`src/rtl/ws_os_pe_driver.sv`:
```
// Initiator-side sequencer for a single ws_os_pe: turns a tile command plus an
// operand stream into PE pin activity and returns one dot-product result per tile.
module ws_os_pe_driver #(
   parameter int DW   = 16,
   parameter int KMAX = 64,
   parameter int KW   = $clog2(KMAX + 1)
) (
   input  logic            clk,
   input  logic            rst_n,
   input  logic            cmd_valid,
   output logic            cmd_ready,
   input  logic            cmd_mode,
   input  logic [KW-1:0]   cmd_len,
   input  logic [DW-1:0]   cmd_weight,
   input  logic            op_valid,
   output logic            op_ready,
   input  logic [DW-1:0]   op_a,
   input  logic [DW-1:0]   op_b,
   output logic            pe_mode,
   output logic            pe_load_w,
   output logic [DW-1:0]   pe_w_in,
   output logic            pe_valid_in,
   output logic [DW-1:0]   pe_a_in,
   output logic [DW-1:0]   pe_b_in,
   input  logic [2*DW-1:0] pe_accum_out,
   output logic            res_valid,
   input  logic            res_ready,
   output logic [2*DW-1:0] res_data,
   output logic            busy
);

   typedef enum logic [2:0] {
      ST_IDLE    = 3'd0,
      ST_LOAD    = 3'd1,
      ST_STREAM  = 3'd2,
      ST_FLUSH   = 3'd3,
      ST_DRAIN   = 3'd4,
      ST_CAPTURE = 3'd5,
      ST_RESULT  = 3'd6
   } state_t;

   localparam logic [KW-1:0] KMAX_K = KW'(KMAX);
   localparam logic [KW-1:0] ONE_K  = {{(KW-1){1'b0}}, 1'b1};
   localparam logic [KW-1:0] ZERO_K = {KW{1'b0}};

   state_t            state_r;
   logic [KW-1:0]     k_r;
   logic [KW-1:0]     cnt_r;
   logic [DW-1:0]     a_dly_r;
   logic [2*DW-1:0]   base_r;

   logic [KW-1:0]     k_sel_s;
   logic [KW-1:0]     cnt_next_s;
   logic              op_hs_s;
   logic              last_beat_s;

   assign op_hs_s     = op_valid & op_ready;
   assign cnt_next_s  = cnt_r + ONE_K;
   assign last_beat_s = (cnt_next_s == k_r);

   // Clamp the requested reduction length to KMAX.
   always_comb begin
      k_sel_s = cmd_len;
      if (cmd_len > KMAX_K) begin
         k_sel_s = KMAX_K;
      end else begin
         k_sel_s = cmd_len;
      end
   end

   // Tile sequencer; every output is a flop updated here.
   always_ff @(posedge clk) begin
      if (!rst_n) begin
         state_r     <= ST_IDLE;
         k_r         <= ZERO_K;
         cnt_r       <= ZERO_K;
         a_dly_r     <= {DW{1'b0}};
         base_r      <= {(2*DW){1'b0}};
         cmd_ready   <= 1'b1;
         op_ready    <= 1'b0;
         busy        <= 1'b0;
         pe_mode     <= 1'b0;
         pe_load_w   <= 1'b0;
         pe_w_in     <= {DW{1'b0}};
         pe_valid_in <= 1'b0;
         pe_a_in     <= {DW{1'b0}};
         pe_b_in     <= {DW{1'b0}};
         res_valid   <= 1'b0;
         res_data    <= {(2*DW){1'b0}};
      end else begin
         case (state_r)
            ST_IDLE: begin
               if (cmd_valid) begin
                  cmd_ready <= 1'b0;
                  busy      <= 1'b1;
                  pe_mode   <= cmd_mode;
                  k_r       <= k_sel_s;
                  cnt_r     <= ZERO_K;
                  a_dly_r   <= {DW{1'b0}};
                  // The PE is idle here, so its accumulator is a stable OS baseline.
                  base_r    <= cmd_mode ? pe_accum_out : {(2*DW){1'b0}};
                  if (k_sel_s == ZERO_K) begin
                     res_data  <= {(2*DW){1'b0}};
                     res_valid <= 1'b1;
                     state_r   <= ST_RESULT;
                  end else if (cmd_mode) begin
                     op_ready  <= 1'b1;
                     state_r   <= ST_STREAM;
                  end else begin
                     op_ready  <= 1'b1;
                     pe_load_w <= 1'b1;
                     pe_w_in   <= cmd_weight;
                     state_r   <= ST_LOAD;
                  end
               end
            end
            ST_LOAD, ST_STREAM: begin
               pe_load_w <= 1'b0;
               if (op_hs_s) begin
                  pe_valid_in <= 1'b1;
                  cnt_r       <= cnt_next_s;
                  // OS pins carry a one-beat-late a against the current b.
                  if (pe_mode) begin
                     pe_a_in <= a_dly_r;
                     pe_b_in <= op_b;
                     a_dly_r <= op_a;
                  end else begin
                     pe_a_in <= op_a;
                     pe_b_in <= {DW{1'b0}};
                  end
                  if (last_beat_s) begin
                     op_ready <= 1'b0;
                     state_r  <= pe_mode ? ST_FLUSH : ST_DRAIN;
                  end else begin
                     state_r  <= ST_STREAM;
                  end
               end else begin
                  pe_valid_in <= 1'b0;
                  state_r     <= ST_STREAM;
               end
            end
            ST_FLUSH: begin
               pe_valid_in <= 1'b1;
               pe_a_in     <= a_dly_r;
               pe_b_in     <= {DW{1'b0}};
               state_r     <= ST_DRAIN;
            end
            ST_DRAIN: begin
               pe_valid_in <= 1'b0;
               state_r     <= ST_CAPTURE;
            end
            ST_CAPTURE: begin
               res_data  <= pe_accum_out - base_r;
               res_valid <= 1'b1;
               state_r   <= ST_RESULT;
            end
            ST_RESULT: begin
               if (res_ready) begin
                  res_valid <= 1'b0;
                  cmd_ready <= 1'b1;
                  busy      <= 1'b0;
                  state_r   <= ST_IDLE;
               end
            end
            default: begin
               state_r     <= ST_IDLE;
               cmd_ready   <= 1'b1;
               op_ready    <= 1'b0;
               busy        <= 1'b0;
               pe_load_w   <= 1'b0;
               pe_valid_in <= 1'b0;
               res_valid   <= 1'b0;
            end
         endcase
      end
   end

endmodule

```
`config.mk`:
```
export PLATFORM = sky130hd
export DESIGN_NAME = ws_os_pe_driver
export DESIGN_NICKNAME = d
export VERILOG_FILES = /design/src/rtl/ws_os_pe_driver.sv
export SDC_FILE = /design/constraint.sdc
export NUM_CORES = 1
export LEC_CHECK = 0
export CELL_PAD_IN_SITES_DETAIL_PLACEMENT = 1
export CELL_PAD_IN_SITES_GLOBAL_PLACEMENT = 1
export CORE_UTILIZATION = 25
export CTS_CLUSTER_SIZE = 24
export DETAILED_ROUTE_END_ITERATION = 6
export GPL_ROUTABILITY_DRIVEN = 0
export PLACE_DENSITY = 0.66
export RECOVER_POWER = 25
export SETUP_SLACK_MARGIN = 0.1
export SYNTH_ARGS = -nofsm -noshare
export SYNTH_HDL_FRONTEND = slang
export SYNTH_SLANG_ARGS = --single-unit
```
`constraint.sdc`:
```
create_clock -name clk -period 4.73 [get_ports clk]
set_input_delay 0.7095 -clock clk [delete_from_list [all_inputs] [get_ports clk]]
set_output_delay 0.7095 -clock clk [all_outputs]
set_load 0.005 [all_outputs]
```
==> reports/metrics.cfg <==
[grt]
most_used_layer_global_route=met2
antenna_violations_before_repair=2
global_route.overflow_total=0
grt_util_all_layers_pct=16.08
met2_usage_pct=27.09
use_met1_pct=19.90
vias_in_the_first_global_route=7506
grt_first_pass_wirelength_um=39410
grtUsageMet3_pct=3.939
grt_max_degree=52

[pwr]
switching_share_pct=30.20
p_sw_mw=1.048
pwr-share-clk_pct=41.5
power_density_over_the_cells_nw_per_um2=336.2
p_int_mw=2.422
seq_power_share_pct=39.5
ir_drop_v=0.0001934
p_comb_share_pct=19.0
p_leak_nw=3.896

[clocking]
cts_root_buffer=sky130_fd_sc_hd__clkbuf_16
post_cts_buffers=0
htreeDepth=4
clk_latency_ps=430
total_clock_buffers_created_by_cts=17
cts_tree=yes
cts.hold.buffers_added=0
clock_tree_sinks=152
clkSlewWorstSetupHoldPaths_ps=70
clock_path_buffers=2
postCtsResizedCells=0

[worst_hold_path]
holdCritPathClass=register to register
hold_path_startpoint=res_data[22]$_SDFFE_PN0P_

[die]
die_h_um=175.7
dieWidth_um=175.7
core_sq_um=29640
placementRows=63
pin_count=180
die_area_sq_um=30860
floorplan.initialDensity_pct=25.44

[timing]
hold_viol_final=0
fmax_mhz=290.1
tightestPinTransition_ps=1166
grt_setup_unrepaired=no
fin_crit_sh_pct=72.87
fin_setup_tns_ps=0
report.final.setup_viol=0
setup_ws_ps=1283
slew_headroom_pct=21.98
post-route-min-period_ps=3447
slew_viol_final=0
finClkSkew_ps=14.33

[critical_path]
launching_point_of_the_worst_reg2reg_path=base_r[0]$_SDFFE_PN0P_
timing_worst_setup_path_type=input pin to register
critPathRequiredTime_ps=5050
worst_setup_path_end_kind=register
critPathCapture=res_data[30]$_SDFFE_PN0P_
critical_path_startpoint_category=input pin
reg_to_reg_slack_setup_ps=1730
critical_path.reg2reg.endpoint=res_data[30]$_SDFFE_PN0P_
crit_path_max_fanout=3
startpoint=pe_accum_out[0]
worstRegToRegCells=12
worst_ep_arrival_ps=3760

[synth]
netlist.area_leader.share_pct=40.35
netlist_top_cells_count=sky130_fd_sc_hd__dfxtp_1, sky130_fd_sc_hd__nand2_1, sky130_fd_sc_hd__a21oi_1, sky130_fd_sc_hd__nor2_1, sky130_fd_sc_hd__nand3_1
netlist-cell-type-count=63
yosysWarnings=0
synth_fp_nets=1076
synth-seq-cells=152
synth_top_cell_by_area=sky130_fd_sc_hd__dfxtp_1
avgSynthCellArea_sq_um=7.938
synth_async_sr_flop_share_pct=0
synth_enable_flop_cells=0
synth_top_cells_by_area=sky130_fd_sc_hd__dfxtp_1, sky130_fd_sc_hd__a21oi_1, sky130_fd_sc_hd__nand2_1
most_used_dff_post_synth=sky130_fd_sc_hd__dfxtp_1
ys_seq_area_share_pct=40.35
synth.cell_area_sq_um=7541
synth_cells=950
synth.most_common_cell=sky130_fd_sc_hd__dfxtp_1

[detailed_routing]
detail_route.vias_per_cell=4.801
detailedRoute.firstPassIterationCount=4
route.antenna.remaining_nets=0
routed-via-count=7245
drt_iter0_drc=299
remaining_routing_drc_violations=0
postRouteWirelength_um=24480
wl_per_cell_um=16.22

[status]
run_status=complete, no violations

[finish]
multi_input_area_sq_um=4138
drive_above_1_share_pct=5.814
nets=1231
syn_to_final_growth_pct=36.85
fillers=3563
seqCellArea_sq_um=3043

[place]
dpl.hpwl_um=17600
place_worst_setup_slack_ps=835.1
port_buffers=179

[job]
max_cap_violations=0

flip-flops by register name (all words and copies together), names as in the netlist, 3 cells and up:
name	cells
a_dly_r	16
base_r	32
cnt_r	7
k_r	7
pe_a_in	16
pe_b_in	16
pe_w_in	16
res_data	32
state_r	3
final cells by class:
cell class                 instances  area share, %
inverter                          41          1.503
timing repair buffer             191          18.23
antenna                            1        0.02425
sequential                       152          29.49
clock inverter                    15          1.807
clock buffer                      17          4.122
multi-input combinational        702          40.09
tap                              390          4.728
routing by layer:
metal  up-vias  wire [um]  share of wire, %
met5         -          9             0.037
met3        22       1128               4.6
met1      3459      11240                46
met4         2        469               1.9
li1       3637          -                 -
met2       125      11640                48
how the worst min path moves through the flow:
stage,to,slack [ps],depth (start not counted)
after floorplan,a_dly_r[0]$_SDFFE_PN0P_,430,2
after global placement,a_dly_r[0]$_SDFFE_PN0P_,440,2
after detailed placement,res_data[26]$_SDFFE_PN0P_,440,2
after CTS,a_dly_r[9]$_SDFFE_PN0P_,450,2
after global routing,pe_w_in[0]$_SDFFE_PN0P_,470,2
final,res_data[22]$_SDFFE_PN0P_,450,2
logic make-up after synthesis:
family	count (synthesis)	share of synthesized area, %
mux	17	2.256
xor+xnor	36	4.181
fa+ha+maj	33	5.575
compound gates	261	21.65
simple gates	355	21.04
flops	152	40.35
buf+inv	96	4.944
cells in the final DEF, fill, tap and decap left out, types with 6 or more instances in the layout:
cell type	instances
sky130_fd_sc_hd__o21ai_1	8
sky130_fd_sc_hd__nand2_1	144
sky130_fd_sc_hd__o21ai_0	36
sky130_fd_sc_hd__a21o_1	18
sky130_fd_sc_hd__xnor2_1	19
sky130_fd_sc_hd__clkdlybuf4s50_1	120
sky130_fd_sc_hd__dfxtp_1	152
sky130_fd_sc_hd__nor2_1	79
sky130_fd_sc_hd__buf_4	12
sky130_fd_sc_hd__a211oi_1	22
sky130_fd_sc_hd__a21oi_1	112
sky130_fd_sc_hd__nor3_1	13
sky130_fd_sc_hd__xor2_1	17
sky130_fd_sc_hd__a22oi_1	19
sky130_fd_sc_hd__nand3b_1	7
sky130_fd_sc_hd__ha_1	32
sky130_fd_sc_hd__dlygate4sd3_1	59
sky130_fd_sc_hd__and3_1	6
sky130_fd_sc_hd__nand3_1	67
sky130_fd_sc_hd__inv_1	40
sky130_fd_sc_hd__clkbuf_16	17
sky130_fd_sc_hd__mux2i_1	17
power by group through the flow:
| stage | clock, mW | combinational [mW] | sequential (mW) |
|---|---|---|---|
| floorplan | 0 | 0.407 | 1.39 |
| global placement | 0 | 0.664 | 1.40 |
| detailed placement | 0 | 0.671 | 1.40 |
| CTS | 1.49 | 0.676 | 1.37 |
| global route | 1.54 | 0.730 | 1.38 |
| finish | 1.44 | 0.660 | 1.37 |
worst max-delay path, cell delays in order:
cell and delay [ps]:
sky130_fd_sc_hd__clkdlybuf4s50_1 420, sky130_fd_sc_hd__inv_1 70, sky130_fd_sc_hd__ha_1 150, sky130_fd_sc_hd__inv_1 50
sky130_fd_sc_hd__fa_1 410, sky130_fd_sc_hd__a21oi_2 180, sky130_fd_sc_hd__o211a_1 210, sky130_fd_sc_hd__nor2_1 80
sky130_fd_sc_hd__a21oi_2 240, sky130_fd_sc_hd__o41a_4 210, sky130_fd_sc_hd__o22ai_2 110, sky130_fd_sc_hd__o311a_1 340
sky130_fd_sc_hd__or3_1 320, sky130_fd_sc_hd__a32o_1 250
through the flow:
stage	utilization [%]	power, mW	instances	hold slack (ps)	cell area [sq um]
3_5_place_dp	32.75	2.072	1476	442.7	9706
3_3_place_gp	32.75	2.063	1476	437.0	9706
2_1_floorplan	-	1.795	950	431.2	7541
6_report	34.82	3.469	1509	448.2	10320
4_1_cts	34.81	3.538	1508	452.1	10320
5_1_grt	34.82	3.644	1509	471.6	10320
No activity file was read; power rests on OpenSTA's default activity.
